File: src/rtl/encoder_event_tracker.sv
// Turns rotary encoder sampler outputs into a saturating control value, press classification
// and a 4-deep event FIFO. Define ENC_ACCEL_EN to enable the detent speed-acceleration timer.
module encoder_event_tracker #(
    parameter int unsigned VALUE_W           = 8,
    parameter int unsigned MIN_VALUE         = 0,
    parameter int unsigned MAX_VALUE         = 255,
    parameter int unsigned INIT_VALUE        = 128,
    parameter int unsigned ACCEL_WINDOW      = 2000000,
    parameter int unsigned ACCEL_STEP        = 4,
    parameter int unsigned LONG_PRESS_CYCLES = 50000000,
    parameter logic        SW_PRESSED_LEVEL  = 1'b0
) (
    input  logic               clk,
    input  logic               reset,
    input  logic               enc_state_change_stb,
    input  logic               clockwise,
    input  logic               click,
    input  logic               switch,
    output logic [VALUE_W-1:0] value,
    output logic               evt_valid,
    output logic [1:0]         evt_code,
    input  logic               evt_ready,
    output logic [2:0]         evt_count,
    output logic               overflow,
    input  logic               clear_overflow
);

    localparam logic [VALUE_W:0] MIN_X     = (VALUE_W+1)'(MIN_VALUE);
    localparam logic [VALUE_W:0] MAX_X     = (VALUE_W+1)'(MAX_VALUE);
    localparam logic [VALUE_W:0] STEP_FAST = (VALUE_W+1)'(ACCEL_STEP);
    localparam logic [VALUE_W:0] STEP_ONE  = (VALUE_W+1)'(1);
    localparam int unsigned HOLD_W = (LONG_PRESS_CYCLES > 2) ? $clog2(LONG_PRESS_CYCLES) : 1;
    localparam logic [HOLD_W-1:0] HOLD_LAST = HOLD_W'(LONG_PRESS_CYCLES - 1);

    typedef enum logic [1:0] {
        SW_IDLE,
        SW_PRESSED,
        SW_HELD
    } sw_state_e;

    logic               click_dly_q;
    logic               detent;
    logic               fast;
    logic [VALUE_W:0]   step;
    logic [VALUE_W:0]   value_x;
    logic [VALUE_W:0]   sum;
    logic [VALUE_W-1:0] value_q, value_d;

    sw_state_e          sw_state_q, sw_state_d;
    logic [HOLD_W-1:0]  hold_q, hold_d;
    logic               pressed;
    logic               sw_v;
    logic [1:0]         sw_code;

    logic               skid_v_q, skid_v_d;
    logic [1:0]         skid_code_q, skid_code_d;

    logic [1:0]         mem_q [4];
    logic [1:0]         rd_q, rd_d, wr_q, wr_d;
    logic [2:0]         cnt_q, cnt_d;
    logic               ovf_q, ovf_d;
    logic               push_v;
    logic [1:0]         push_code;
    logic               full, pop, accept, drop;

    assign detent  = enc_state_change_stb && click && !click_dly_q;
    assign pressed = (switch == SW_PRESSED_LEVEL);

`ifdef ENC_ACCEL_EN
    localparam int unsigned ACC_W = $clog2(ACCEL_WINDOW + 1);
    localparam logic [ACC_W-1:0] ACC_MAX = ACC_W'(ACCEL_WINDOW);
    logic [ACC_W-1:0] acc_q, acc_d;

    always_comb begin
        acc_d = acc_q;
        if (detent) begin
            acc_d = '0;
        end else if (acc_q < ACC_MAX) begin
            acc_d = acc_q + ACC_W'(1);
        end
    end

    always_ff @(posedge clk or negedge reset) begin
        if (!reset) begin
            acc_q <= ACC_MAX;
        end else begin
            acc_q <= acc_d;
        end
    end

    assign fast = (acc_q < ACC_MAX);
`else
    assign fast = 1'b0;
`endif

    // One spare bit keeps the sum/difference from wrapping before the clamp.
    always_comb begin
        step    = fast ? STEP_FAST : STEP_ONE;
        value_x = {1'b0, value_q};
        sum     = value_x + step;
        value_d = value_q;
        if (detent) begin
            if (clockwise) begin
                value_d = (sum > MAX_X) ? MAX_X[VALUE_W-1:0] : sum[VALUE_W-1:0];
            end else if (value_x < (MIN_X + step)) begin
                value_d = MIN_X[VALUE_W-1:0];
            end else begin
                value_d = value_q - step[VALUE_W-1:0];
            end
        end
    end

    always_comb begin
        sw_state_d = sw_state_q;
        hold_d     = hold_q;
        sw_v       = 1'b0;
        sw_code    = 2'b10;
        case (sw_state_q)
            SW_IDLE: begin
                if (pressed) begin
                    sw_state_d = SW_PRESSED;
                    hold_d     = '0;
                end
            end
            SW_PRESSED: begin
                if (!pressed) begin
                    sw_v       = 1'b1;
                    sw_code    = 2'b10;
                    sw_state_d = SW_IDLE;
                end else if (hold_q == HOLD_LAST) begin
                    sw_v       = 1'b1;
                    sw_code    = 2'b11;
                    sw_state_d = SW_HELD;
                end else begin
                    hold_d = hold_q + HOLD_W'(1);
                end
            end
            SW_HELD: begin
                if (!pressed) begin
                    sw_state_d = SW_IDLE;
                end
            end
            default: sw_state_d = SW_IDLE;
        endcase
    end

    // Detents win the push slot; a colliding switch event waits one cycle in the skid.
    always_comb begin
        push_v      = detent || skid_v_q || sw_v;
        push_code   = detent ? (clockwise ? 2'b00 : 2'b01)
                             : (skid_v_q ? skid_code_q : sw_code);
        skid_v_d    = skid_v_q;
        skid_code_d = skid_code_q;
        if (detent) begin
            if (sw_v) begin
                skid_v_d    = 1'b1;
                skid_code_d = sw_code;
            end
        end else if (skid_v_q) begin
            skid_v_d    = sw_v;
            skid_code_d = sw_code;
        end
    end

    always_comb begin
        full   = (cnt_q == 3'd4);
        pop    = (cnt_q != 3'd0) && evt_ready;
        accept = push_v && (!full || pop);
        drop   = push_v && full && !pop;
        rd_d   = pop ? rd_q + 2'd1 : rd_q;
        wr_d   = accept ? wr_q + 2'd1 : wr_q;
        case ({accept, pop})
            2'b10:   cnt_d = cnt_q + 3'd1;
            2'b01:   cnt_d = cnt_q - 3'd1;
            default: cnt_d = cnt_q;
        endcase
        ovf_d = ovf_q;
        if (drop) begin
            ovf_d = 1'b1;
        end else if (clear_overflow) begin
            ovf_d = 1'b0;
        end
    end

    always_ff @(posedge clk or negedge reset) begin
        if (!reset) begin
            click_dly_q <= 1'b0;
            value_q     <= VALUE_W'(INIT_VALUE);
            sw_state_q  <= SW_IDLE;
            hold_q      <= '0;
            skid_v_q    <= 1'b0;
            skid_code_q <= '0;
            rd_q        <= '0;
            wr_q        <= '0;
            cnt_q       <= '0;
            ovf_q       <= 1'b0;
            for (int unsigned i = 0; i < 4; i++) begin
                mem_q[i] <= '0;
            end
        end else begin
            click_dly_q <= click;
            value_q     <= value_d;
            sw_state_q  <= sw_state_d;
            hold_q      <= hold_d;
            skid_v_q    <= skid_v_d;
            skid_code_q <= skid_code_d;
            rd_q        <= rd_d;
            wr_q        <= wr_d;
            cnt_q       <= cnt_d;
            ovf_q       <= ovf_d;
            if (accept) begin
                mem_q[wr_q] <= push_code;
            end
        end
    end

    assign value     = value_q;
    assign evt_valid = (cnt_q != 3'd0);
    assign evt_code  = mem_q[rd_q];
    assign evt_count = cnt_q;
    assign overflow  = ovf_q;

endmodule

File: config.mk
export PLATFORM = sky130hd
export DESIGN_NAME = encoder_event_tracker
export DESIGN_NICKNAME = d
export VERILOG_FILES = /design/src/rtl/encoder_event_tracker.sv
export SDC_FILE = /design/constraint.sdc
export NUM_CORES = 1
export LEC_CHECK = 0
export CAP_MARGIN = 30
export CELL_PAD_IN_SITES_DETAIL_PLACEMENT = 1
export CELL_PAD_IN_SITES_GLOBAL_PLACEMENT = 1
export CORE_MARGIN = 2
export CORE_UTILIZATION = 35
export CTS_CLUSTER_DIAMETER = 120
export CTS_CLUSTER_SIZE = 14
export DETAILED_ROUTE_END_ITERATION = 10
export PLACE_DENSITY = 0.68
export SYNTH_ARGS = -nofsm -noshare
export SYNTH_HDL_FRONTEND = slang
export SYNTH_SLANG_ARGS = --single-unit
File: constraint.sdc
create_clock -name clk -period 3.2 [get_ports clk]
set_input_delay 0.64 -clock clk [delete_from_list [all_inputs] [get_ports clk]]
set_output_delay 0.64 -clock clk [all_outputs]
set_load 0.005 [all_outputs]
==> results of run 1 <==
==> metal layers <==
metal / share of wire (%) / GRT usage (%) / routed length (um) / up-vias
met2: 49 / 27.08 / 3620 / 27
li1: - / - / - / 1207
met5: 0 / 0 / 0 / -
met4: 0.54 / 2.845 / 40 / 0
met3: 2.3 / 2.741 / 171 / 5
met1: 48 / 22.58 / 3506 / 1232
==> where the power goes <==
part / switching (mW) / internal [mW]
registers: 0.168 / 0.833
clock network: 0.267 / 0.161
logic: 0.272 / 0.361
total: 0.707 / 1.35
==> sequential cells by signal (all words and copies together) (netlist names), 2 cells and up <==
| signal | flops |
|---|---|
| value | 8 |
| hold_q | 26 |
| evt_count | 3 |
| wr_q | 2 |
| rd_q | 2 |
| sw_state_q | 2 |
| mem_q | 8 |
| skid_code_q | 2 |
==> synthesized netlist by cell type (3+ instances only) <==
library cell / instances
inv_1: 12
nand2_4: 4
nor2_1: 33
a21oi_1: 19
o31ai_1: 3
nor4b_1: 4
a22o_1: 3
or3_1: 9
nand3_1: 13
clkbuf_1: 9
dfrtp_1: 55
nor4_1: 4
nand4_1: 8
nand2b_1: 3
and3_1: 6
buf_6: 4
ha_1: 7
nor3_1: 6
nand2_1: 28
xor2_1: 14
xnor2_1: 11
nor2_2: 3
o21ai_0: 21
mux2_2: 7
a31oi_1: 4
==> worst max-delay path: stages, from the launching register on <==
cell,delay [ns]
dfrtp_1,0.45
ha_1,0.24
nand2_1,0.10
nor4_2,0.46
a22o_4,0.22
nor3_1,0.07
fa_1,0.39
nor4_1,0.29
a31o_2,0.16
xor2_1,0.15
==> cells in the final DEF, fill, tap and decap left out, drive strengths merged, types with 9 or more instances in the layout <==
cell type	count
a21oi	19
clkdlybuf4s50	21
dfrtp	55
inv	14
mux2	10
nand2	32
nand3	14
nand4	9
nor2	36
o21ai	21
or3	9
xnor2	11
xor2	14
==> worst paths after layout <==
path / endpoint
max: evt_count[2]$_DFFE_PN0P_
min: value[6]$_DFFE_PN0P_
max reg2reg: evt_count[2]$_DFFE_PN0P_
min reg2reg: skid_code_q[1]$_DFFE_PN0P_
max in group asynchronous: hold_q[20]$_DFFE_PN0P_
min in group clk: skid_code_q[1]$_DFFE_PN0P_
==> stage by stage <==
step	setup WS, ns	cell area [sq um]	util, %	std cells	hold WS [ns]
after floorplan	0.9435	3181	-	328	0.3444
after global placement	0.4881	3505	39.99	452	0.4279
after detailed placement	0.4091	3505	39.99	452	0.4442
after CTS	0.5778	3598	41.06	460	0.4610
after global routing	0.3733	3598	41.06	460	0.4792
final	0.5791	3598	41.06	460	0.4229
==> cells by family after synthesis <==
| logic type | after synthesis | synth area share (%) |
|---|---|---|
| mux | 13 | 5.389 |
| compound gates | 59 | 11.37 |
| buf+inv | 25 | 3.894 |
| simple gates | 141 | 24.67 |
| flops | 56 | 44.10 |
| xor+xnor | 25 | 6.884 |
| fa+ha+maj | 9 | 3.698 |
==> cell type report <==
cell class | count | share of cell area [%]
clock inverters | 3 | 0.6954
clock buffers | 5 | 1.912
multi-input cells | 247 | 45.97
well taps | 108 | 3.755
repair buffers | 29 | 7.441
flip-flops and latches | 56 | 38.98
inverters | 12 | 1.252
==> results.sh, run 1 <==
export IMPL_outcome="complete, no violations"
export IMPL_fmax_mhz=381.5
export IMPL_hold_viol=0
export IMPL_num_antenna_cells=0
export IMPL_htreeDepth=2
export IMPL_cts_tree="built"
export IMPL_grt_first_pass_wirelength_um=13160
export IMPL_dieArea_sq_um=9865
export IMPL_cts_setup_buffers=0
export IMPL_cp_end_kind="flip-flop"
export IMPL_skew_ns=0.01530
export IMPL_synth_seq_cells=56
export IMPL_synth_async_sr_flop_share_pct=100.0
export IMPL_grt_pass1_vias=2661
export IMPL_finalSetupViolations=0
export IMPL_clk_latency_ns=0.32
export IMPL_cp_startpoint="hold_q[0]$_DFFE_PN0P_"
export IMPL_yosysUniqueCellTypes=57
export IMPL_rsz0062_at_grt="false"
export IMPL_cts_root_buf="clkbuf_8"
export IMPL_yosysWarnings=0
export IMPL_initialDrtViolationCount=52
export IMPL_grt_overflow=0
export IMPL_syn_area_per_cell_sq_um=9.697
export IMPL_synthTopCellsByArea="dfrtp_1, nor2_1, xor2_1"
export IMPL_final_nets=367
export IMPL_wirelength_um=7340
export IMPL_antenna_found_initial=0
export IMPL_seq_area_frac_synth_pct=44.10
export IMPL_layout_min_cycle_time_ns=2.621
export IMPL_ant_nets=0
export IMPL_cp_start_kind="flip-flop"
export IMPL_synth_largest_area_cell="dfrtp_1"
export IMPL_die_w_um=99.33
export IMPL_wire_per_inst_um=15.96
export IMPL_die_y_um=99.33
export IMPL_synth_fp_nets=344
export IMPL_r2r_slack_ns=0.58
export IMPL_fill_cells=1026
export IMPL_place_hpwl_um=5333
export IMPL_rr_worst_depth=9
export IMPL_clk_pin_slew_ns=0.12
export IMPL_numCtsBuffers=5
export IMPL_hold_path_class="in -> async"
export IMPL_cts_max_path_buffers=2
export IMPL_syn_to_final_growth_pct=13.14
export IMPL_syn_inst=328
export IMPL_ctsResizeCount=0
export IMPL_track_usage_pct=16.24
export IMPL_timing_final_crit_share_pct=81.90
export IMPL_netlist_area_leader_share_pct=43.27
export IMPL_syn_area_sq_um=3181
export IMPL_worst_ep_arrival_time_ns=2.87
export IMPL_dr_pass1_iters=4
export IMPL_p_leak_nw=1.509
export IMPL_start_util_pct=36.29
export IMPL_cts_sinks=56
export IMPL_crit_required_ns=3.45
export IMPL_worstSetupPathType="reg -> reg"
export IMPL_rows=34
export IMPL_grt_max_degree=36
export IMPL_r2r_start="hold_q[0]$_DFFE_PN0P_"
export IMPL_cp_max_fo=6
export IMPL_vias=2471
export IMPL_slew_headroom_pct=41.84
export IMPL_hold_buffers=0
export IMPL_setup_tns_ns=0
export IMPL_drive_gt1_share_pct=13.64
export IMPL_drcViolationCount=0
export IMPL_total_power_mw=2.061
export IMPL_synth_main_ff_cell="dfrtp_1"
export IMPL_portBuffers=22
export IMPL_multi_input_area_sq_um=1654
export IMPL_power_density_nw_per_um2=572.9
export IMPL_worst_pin_slew_ns=0.8724
export IMPL_place_gp_congestion=0.8019
export IMPL_core_area_sq_um=8763
export IMPL_ioPinCount=23
export IMPL_maxCapViolCount=0
export IMPL_viasPerCell=5.372
export IMPL_ir_worst_vdd_mv=0.3902
export IMPL_slew_viol_final=0
export IMPL_synth_edff_count=0
export IMPL_regArea_sq_um=1403
No activity file was read; power rests on OpenSTA's default activity.
==> run 2, diff against run 1 <==
PLACE_DENSITY = 0.71   (was 0.68)
clock period = 2.2 ns   (was 3.2 ns; I/O delays follow)
==> results.sh, run 2 (synthesized netlist as in run 1, its figures left out) <==
export IMPL_worstSetupPathType="reg -> reg"
export IMPL_grt_pass1_vias=2793
export IMPL_clk_pin_slew_ns=0.12
export IMPL_grt_overflow=0
export IMPL_wirelength_um=7884
export IMPL_cts_root_buf="clkbuf_8"
export IMPL_slew_viol_final=0
export IMPL_numCtsBuffers=5
export IMPL_die_w_um=99.33
export IMPL_largest_register="hold_q"
export IMPL_skew_ns=0.01079
export IMPL_rsz0062_at_grt="true"
export IMPL_maxCapViolCount=0
export IMPL_start_util_pct=36.29
export IMPL_vias=2652
export IMPL_worst_pin_slew_ns=0.5302
export IMPL_dieArea_sq_um=9865
export IMPL_grt_first_pass_wirelength_um=13830
export IMPL_wire_per_inst_um=15.61
export IMPL_cts_max_path_buffers=2
export IMPL_num_antenna_cells=0
export IMPL_hold_path_class="in -> async"
export IMPL_dr_pass1_iters=4
export IMPL_htreeDepth=2
export IMPL_cp_max_fo=7
export IMPL_ioPinCount=23
export IMPL_syn_to_final_growth_pct=27.14
export IMPL_fill_cells=1006
export IMPL_ir_worst_vdd_mv=0.5074
export IMPL_crit_buf_inv=3
export IMPL_cp_start_kind="flip-flop"
export IMPL_cts_sinks=56
export IMPL_finalSetupViolations=0
export IMPL_layout_min_cycle_time_ns=2.113
export IMPL_worst_ep_arrival_time_ns=2.32
export IMPL_final_nets=412
export IMPL_hold_buffers=0
export IMPL_timing_final_crit_share_pct=96.05
export IMPL_track_usage_pct=17.13
export IMPL_ant_nets=0
export IMPL_layout_commonest_cell="dfrtp_1"
export IMPL_grt_max_degree=57
export IMPL_hold_viol=0
export IMPL_slew_headroom_pct=64.35
export IMPL_cts_tree="built"
export IMPL_cp_slowest_stage_delay_ns=0.41
export IMPL_cpMostUsedCell="buf_4"
export IMPL_timing_hold_ws_ns=0.08991
export IMPL_fmax_mhz=473.2
export IMPL_place_hpwl_um=5848
export IMPL_outcome="complete, no violations"
export IMPL_placed_cells=493
export IMPL_drcViolationCount=0
export IMPL_cp_end_kind="flip-flop"
export IMPL_rows=34
export IMPL_place_gp_congestion=0.8425
export IMPL_antenna_found_initial=0
export IMPL_portBuffers=22
export IMPL_final_cell_mix="dfrtp_1, buf_4, nor2_1"
export IMPL_cp_slowest_cell="dfrtp_1"
export IMPL_largest_reg_flops=26
export IMPL_path_cells="nor4b_2 > buf_4 > and4_4 > a22o_4 > buf_4 > o21ba_4 > buf_12 > nand2_4 > mux2_1"
export IMPL_drive_gt1_share_pct=26.20
export IMPL_p_leak_nw=1.801
export IMPL_crit_required_ns=2.41
export IMPL_die_y_um=99.33
export IMPL_power_density_nw_per_um2=780.2
export IMPL_instances_no_fill=505
export IMPL_core_area_sq_um=8763
export IMPL_initialDrtViolationCount=39
export IMPL_viasPerCell=5.251
export IMPL_crit_family="simple AND/OR/NAND/NOR gates"
export IMPL_clk_latency_ns=0.32
[run 2: cell types whose count changed in the layout (fill, tap and decap cells not counted), moves of 2 or more]
cell / previous run / this run
buf_4: 7 / 49
buf_12: 0 / 3
nor4b_1: 4 / 1
nor4b_2: 0 / 3
clkdlybuf4s50_1: 21 / 19
dlymetal6s2s_1: 0 / 2
[run 2: final cells by class]
type                            instances  area (sq um)  area share [%]
Inverter                               12         45.04           1.114
Tap cell                              108         135.1           3.342
Sequential cell                        56          1404           34.72
Multi-Input combinational cell        247          1718           42.48
Timing Repair Buffer                   74         648.1           16.03
Clock inverter                          3         25.02          0.6188
Clock buffer                            5         68.82           1.702
[run 2: power by group]
part           internal [mW]  switching [mW]  total, mW
Combinational          0.634           0.478       1.11
Clock                  0.234           0.380      0.614
Sequential              1.21           0.215       1.43
[run 2: path summary, 6_finish.rpt]
kind / start / to / slack [ns] / depth (start not counted)
max in group asynchronous: reset / value[7]$_DFFE_PN1P_ / 1.78 / 2
worst min-delay path: reset / hold_q[19]$_DFFE_PN0P_ / 0.09 / 2
worst max-delay path: hold_q[7]$_DFFE_PN0P_ / mem_q[2]$_DFFE_PN0P_ / 0.09 / 9
worst min register to register: skid_code_q[1]$_DFFE_PN0P_ / skid_code_q[1]$_DFFE_PN0P_ / 0.46 / 2
min in group clk: skid_code_q[1]$_DFFE_PN0P_ / skid_code_q[1]$_DFFE_PN0P_ / 0.46 / 2
worst max register to register: hold_q[7]$_DFFE_PN0P_ / mem_q[2]$_DFFE_PN0P_ / 0.09 / 9
[run 2: timing repair]
item	4_1_cts	5_1_grt
pin swaps	3	3
endpoints found under the hold margin	0	0
endpoints found under the setup margin	12	14
gates resized for setup	5	10
buffers inserted	1	3
[run 2: per-layer routing]
metal  vias to the layer above  share of wire, %  GRT usage (%)
li1                       1296                 -              -
met1                      1321                46          23.07
met2                        31                51          29.52
met3                         4               2.3          2.741
met4                         0              0.63          3.161
met5                         -                 0              0
[run 2: per-stage QoR]
step / setup slack [ns] / power, mW / area [sq um] / utilization, % / TNS, ns
after global placement: -0.2221 / 2.462 / 3859 / 44.03 / -2.628
final: 0.08695 / 3.155 / 4044 / 46.15 / 0
after floorplan: 0.05507 / 2.007 / 3189 / - / 0
after global routing: -0.01526 / 3.383 / 4044 / 46.15 / -0.01526
after detailed placement: -0.2645 / 2.517 / 3859 / 44.03 / -3.249
after CTS: 0.004870 / 3.164 / 3979 / 45.40 / 0
==> RTL edit 1: new RTL, flow settings as in run 2 <==
The option `ENC_ACCEL_EN` is turned on by a define.
--- a/src/rtl/encoder_event_tracker.sv
+++ b/src/rtl/encoder_event_tracker.sv
@@ -1,5 +1,7 @@
 // Turns rotary encoder sampler outputs into a saturating control value, press classification
 // and a 4-deep event FIFO. Define ENC_ACCEL_EN to enable the detent speed-acceleration timer.
+`define ENC_ACCEL_EN
+
 module encoder_event_tracker #(
     parameter int unsigned VALUE_W           = 8,
     parameter int unsigned MIN_VALUE         = 0,
Check against the original RTL: not equivalent (Yosys sat finds a counterexample within 4 cycles, from zero or initial values and one cycle with reset low).
==> RTL edit 1 against run 2 <==
- the flow now finishes with violations (negative setup slack)
- cell area up 54%
- power up 61%
- critical path type unchanged
- sequential share of layout area down 3.6 points
- sequential cell count up 21
- die area up 37%
- synthesized area up 39%
- worst setup slack worse by 430 ps
- routed wire length up 69%
==> RTL edit 1: results (changes against run 2) <==
status:
  status: "finished, violations left"
  violations: "negative setup slack"
routing:
  firstDrtPassIters: 6  # +2
  route.detailed.wl_per_inst_um: 17.7  # +13%
  detailroute.via_count: 4113  # +55%
  drt_iter0_markers: 162  # +320%
global_route:
  antenna_found_initial: 0  # unchanged
  grt.total_usage: 0.205  # +0.0339
  grt_pass1_wl_um: 21700  # +57%
  grt_pass1_vias: 4436  # +59%
cells_and_area:
  nets: 601  # +46%
  drive_gt1_frac: 0.312  # +0.0502
  fin_cells: 755  # +50%
yosys:
  postSynthCellCount: 469  # +43%
  synth_fp_nets: 491  # +43%
  synthMuxAreaShare: 0.0298  # -0.0241
  synth_compound_area_frac: 0.165  # +0.0513
  synth_top_cells_by_count: "dfrtp_1 (69), nor2_1 (40), a21oi_1 (34)"
  synth_adder_area_share: 0.0437  # +0.00667
  synth_area_leaders: "dfrtp_1 (39%), dfstp_2 (4.8%), xnor2_1 (4.4%), a21oi_1 (3.9%), ha_1 (3.7%)"
  synth-xor-area-share: 0.0615  # -0.00734
  synth.distinct_cells: 62  # +8.8%
sta:
  holdWs_ps: 43.6  # -46.3 ps
  setup_slack_ps: -340  # -427 ps
  finClkSkew_ps: 4.50  # -6.29 ps
  fin_setup_tns_ps: -5130  # -5130 ps
  slew_headroom: 0.647  # +0.00313
  setup_viol: 27  # +27
clock_network:
  root_buffer: "clkbuf_16"
  clkTransAtPathRegs_ps: 60  # -60 ps
  h-tree-depth: 3  # +1
  cts_resized: 31  # +26
  postCtsSetupBuffers: 11  # +10
  clk_latency_ps: 340  # +20 ps
  numCtsBuffers: 9  # +4
power:
  p_leak_nw: 2.60  # +44%
  finalPower_w: 0.00508  # +61%
  peakVddDrop_uv: 376  # -26%
  pg_clk_w: 0.00153  # +150%
  power.internal_w: 0.00344  # +65%
placement:
  dpl_worst_slack_ps: -496  # -232 ps
  postPlaceCellArea_um2: 5520  # +43%
  gp_congestion: 0.811  # -3.7%
  dp_cells: 724  # +47%
critical_path:
  cp_slowest_stage_delay_ps: 570  # +160 ps
  crit_end: "value[5]"
  slowest_stage: "or4_4"
  worstPathMaxFanout: 6  # -1
  arrival_ps: 2770  # +450 ps
  r2r_start: "acc_q[11]"
[RTL edit 1: changes by cell type in the layout (fill, tap and decap cells not counted), sizes merged, moves of 8 or more]
cell   before  now
buf        53   99
o21ai      21   31
dfrtp      55   69
a21oi      19   34
xnor2      11   22
or4         1    9
[RTL edit 1: metal layers]
metal	vias up	GRT usage	part of all wire
li1	1938	-	-
met3	14	0.0322	0.017
met1	2126	0.249	0.44
met2	35	0.364	0.52
met4	0	0.0810	0.016
met5	-	0	0
[RTL edit 1: cell type report]
type                    count  area [um2]  share of cell area
repair buffers            120         991               0.159
clock inverters             4        47.5             0.00764
well taps                 172         215              0.0346
clock buffers              11         253              0.0406
inverters                  21        78.8              0.0127
multi-input cells         350        2700               0.434
flip-flops and latches     77        1940               0.311
[RTL edit 1: critical path: cells and delay by family (launching register included)]
kind            cells  cell delay, ps
simple gates        2             790
fa+ha+maj           1             260
compound gates      5             830
xor+xnor            1             160
flops               1             380
==> RTL edit 2: new RTL, settings of run 2 <==
Without the edit above. The 3 states of `sw_state_e` get a one-hot encoding in 3 bits.
--- a/src/rtl/encoder_event_tracker.sv
+++ b/src/rtl/encoder_event_tracker.sv
@@ -32,10 +32,10 @@
     localparam int unsigned HOLD_W = (LONG_PRESS_CYCLES > 2) ? $clog2(LONG_PRESS_CYCLES) : 1;
     localparam logic [HOLD_W-1:0] HOLD_LAST = HOLD_W'(LONG_PRESS_CYCLES - 1);
 
-    typedef enum logic [1:0] {
-        SW_IDLE,
-        SW_PRESSED,
-        SW_HELD
+    typedef enum logic [2:0] {
+        SW_IDLE    = 3'b001,
+        SW_PRESSED = 3'b010,
+        SW_HELD    = 3'b100
     } sw_state_e;
 
     logic               click_dly_q;
Formal check against the unedited RTL: no difference found for any inputs over 4 cycles, from zero or initial values and one cycle with reset low; so few cycles prove little.
==> RTL edit 2 against run 2 <==
- sequential power is essentially flat
- clock skew grew 0.61 ps
- cell area grew 4.1%
- synthesized area grew 3.9%
- non-clock buffer count shrank 9
- worst setup slack lost 29 ps
- worst hold slack gained 390 ps
- synthesized cell count grew 6.4%
- count of clock-buffer cells in the layout grew 6
- combinational power grew 6%
- power grew 18%
- sequential cell count grew 1
- routed wire length grew 6.2%
- largest power group unchanged
==> RTL edit 2: results (changes against run 2) <==
power:
  p_clk_frac: 0.300  # +0.105
  peakVddDrop_uv: 409  # -19%
  pg_clk_w: 0.00112  # +82%
  p_leak_nw: 1.84  # +2.1%
yosys:
  synthMuxAreaShare: 0.0500  # -0.00389
  synth-xor-area-share: 0.0663  # -0.00256
  seq_area_frac_synth: 0.433  # -0.00842
  synth_fp_nets: 366  # +6.4%
  synth_area_leaders: "dfrtp_1 (42%), xor2_1 (4.5%), o21ai_0 (3.9%), nand2_1 (3.9%), nor2_1 (3.5%)"
  synth_compound_area_frac: 0.138  # +0.0238
  postSynthCellCount: 349  # +6.4%
  synth_adder_area_share: 0.0364  # -0.000615
critical_path:
  r2r_start: "sw_state_q[0]"
  worstPathMaxFanout: 3  # -4
  arrival_ps: 1700  # -620 ps
  timing.critical_path.from: "rd_q[0]"
cells_and_area:
  drive_gt1_frac: 0.208  # -0.0537
  syn2layout_area_growth_pct: 27.4
  multi_input_cells: 262  # +6.1%
  nets: 425  # +3.2%
  final-nonclk-buf-share: 0.131  # -0.0288
  inverters: 13  # +1
  clock_area_frac: 0.0523  # +0.0291
  signal_buffers: 65  # -12%
  ff_latch_area_um2: 1430  # +2.0%
clock_network:
  h-tree-depth: 3  # +1
  numCtsBuffers: 9  # +4
  clock_sinks: 57  # +1.8%
  clkTransAtPathRegs_ps: 70  # -50 ps
placement:
  dp_cells: 506  # +2.6%
  postPlaceCellArea_um2: 3920  # +1.6%
  gp_congestion: 0.776  # -7.9%
  dp_hpwl_um: 5990  # +2.4%
floorplanning:
  die_w_um: 101  # +1.8%
routing:
  wirelength_um: 8370  # +6.2%
  detailroute.via_count: 2777  # +4.7%
  m1WireLength_um: 3830  # +5.1%
  drt_iter0_markers: 60  # +54%
global_route:
  grt.total_usage: 0.179  # +0.00807
  grt_use_met3: 0.0290  # +0.00158
  grt_pass1_vias: 2988  # +7.0%
  grtUsageMet1: 0.228  # -0.00295
  grt_max_degree: 52  # -8.8%
  grt_pass1_wl_um: 14400  # +4.4%
sta:
  finClkSkew_ps: 11.4  # +0.606 ps
  worst_pin_slew_ps: 475  # -55.6 ps
status:
  status: "complete, no violations"
[RTL edit 2: changes by cell type after synthesis, moves of 5 or more]
| cell | before | now |
|---|---|---|
| clkbuf_1 | 9 | 15 |
| and2_1 | 1 | 6 |
| nand2_1 | 28 | 34 |
| mux2_1 | 2 | 8 |
| o21ai_0 | 21 | 26 |
| mux2_2 | 7 | 0 |
[RTL edit 2: path summary, 6_finish.rpt]
path	end	slack, ps	cells past startpoint
setup / recovery	evt_code[1]	60	2
hold / removal	value[2]	480	2
setup reg to reg	evt_count[2]	170	9
hold reg to reg	skid_code_q[1]	480	2
max in group asynchronous	sw_state_q[0]	1140	3
min in group clk	skid_code_q[1]	480	2
[RTL edit 2: repair_timing]
action                                  4_1_cts  5_1_grt
endpoints found under the setup margin        3       15
setup buffers                                 0        1
endpoints found under the hold margin         6        0
gates resized for setup                       3        8
pin swaps                                     0        3
hold buffers                                  1        0
gates cloned                                  0        0
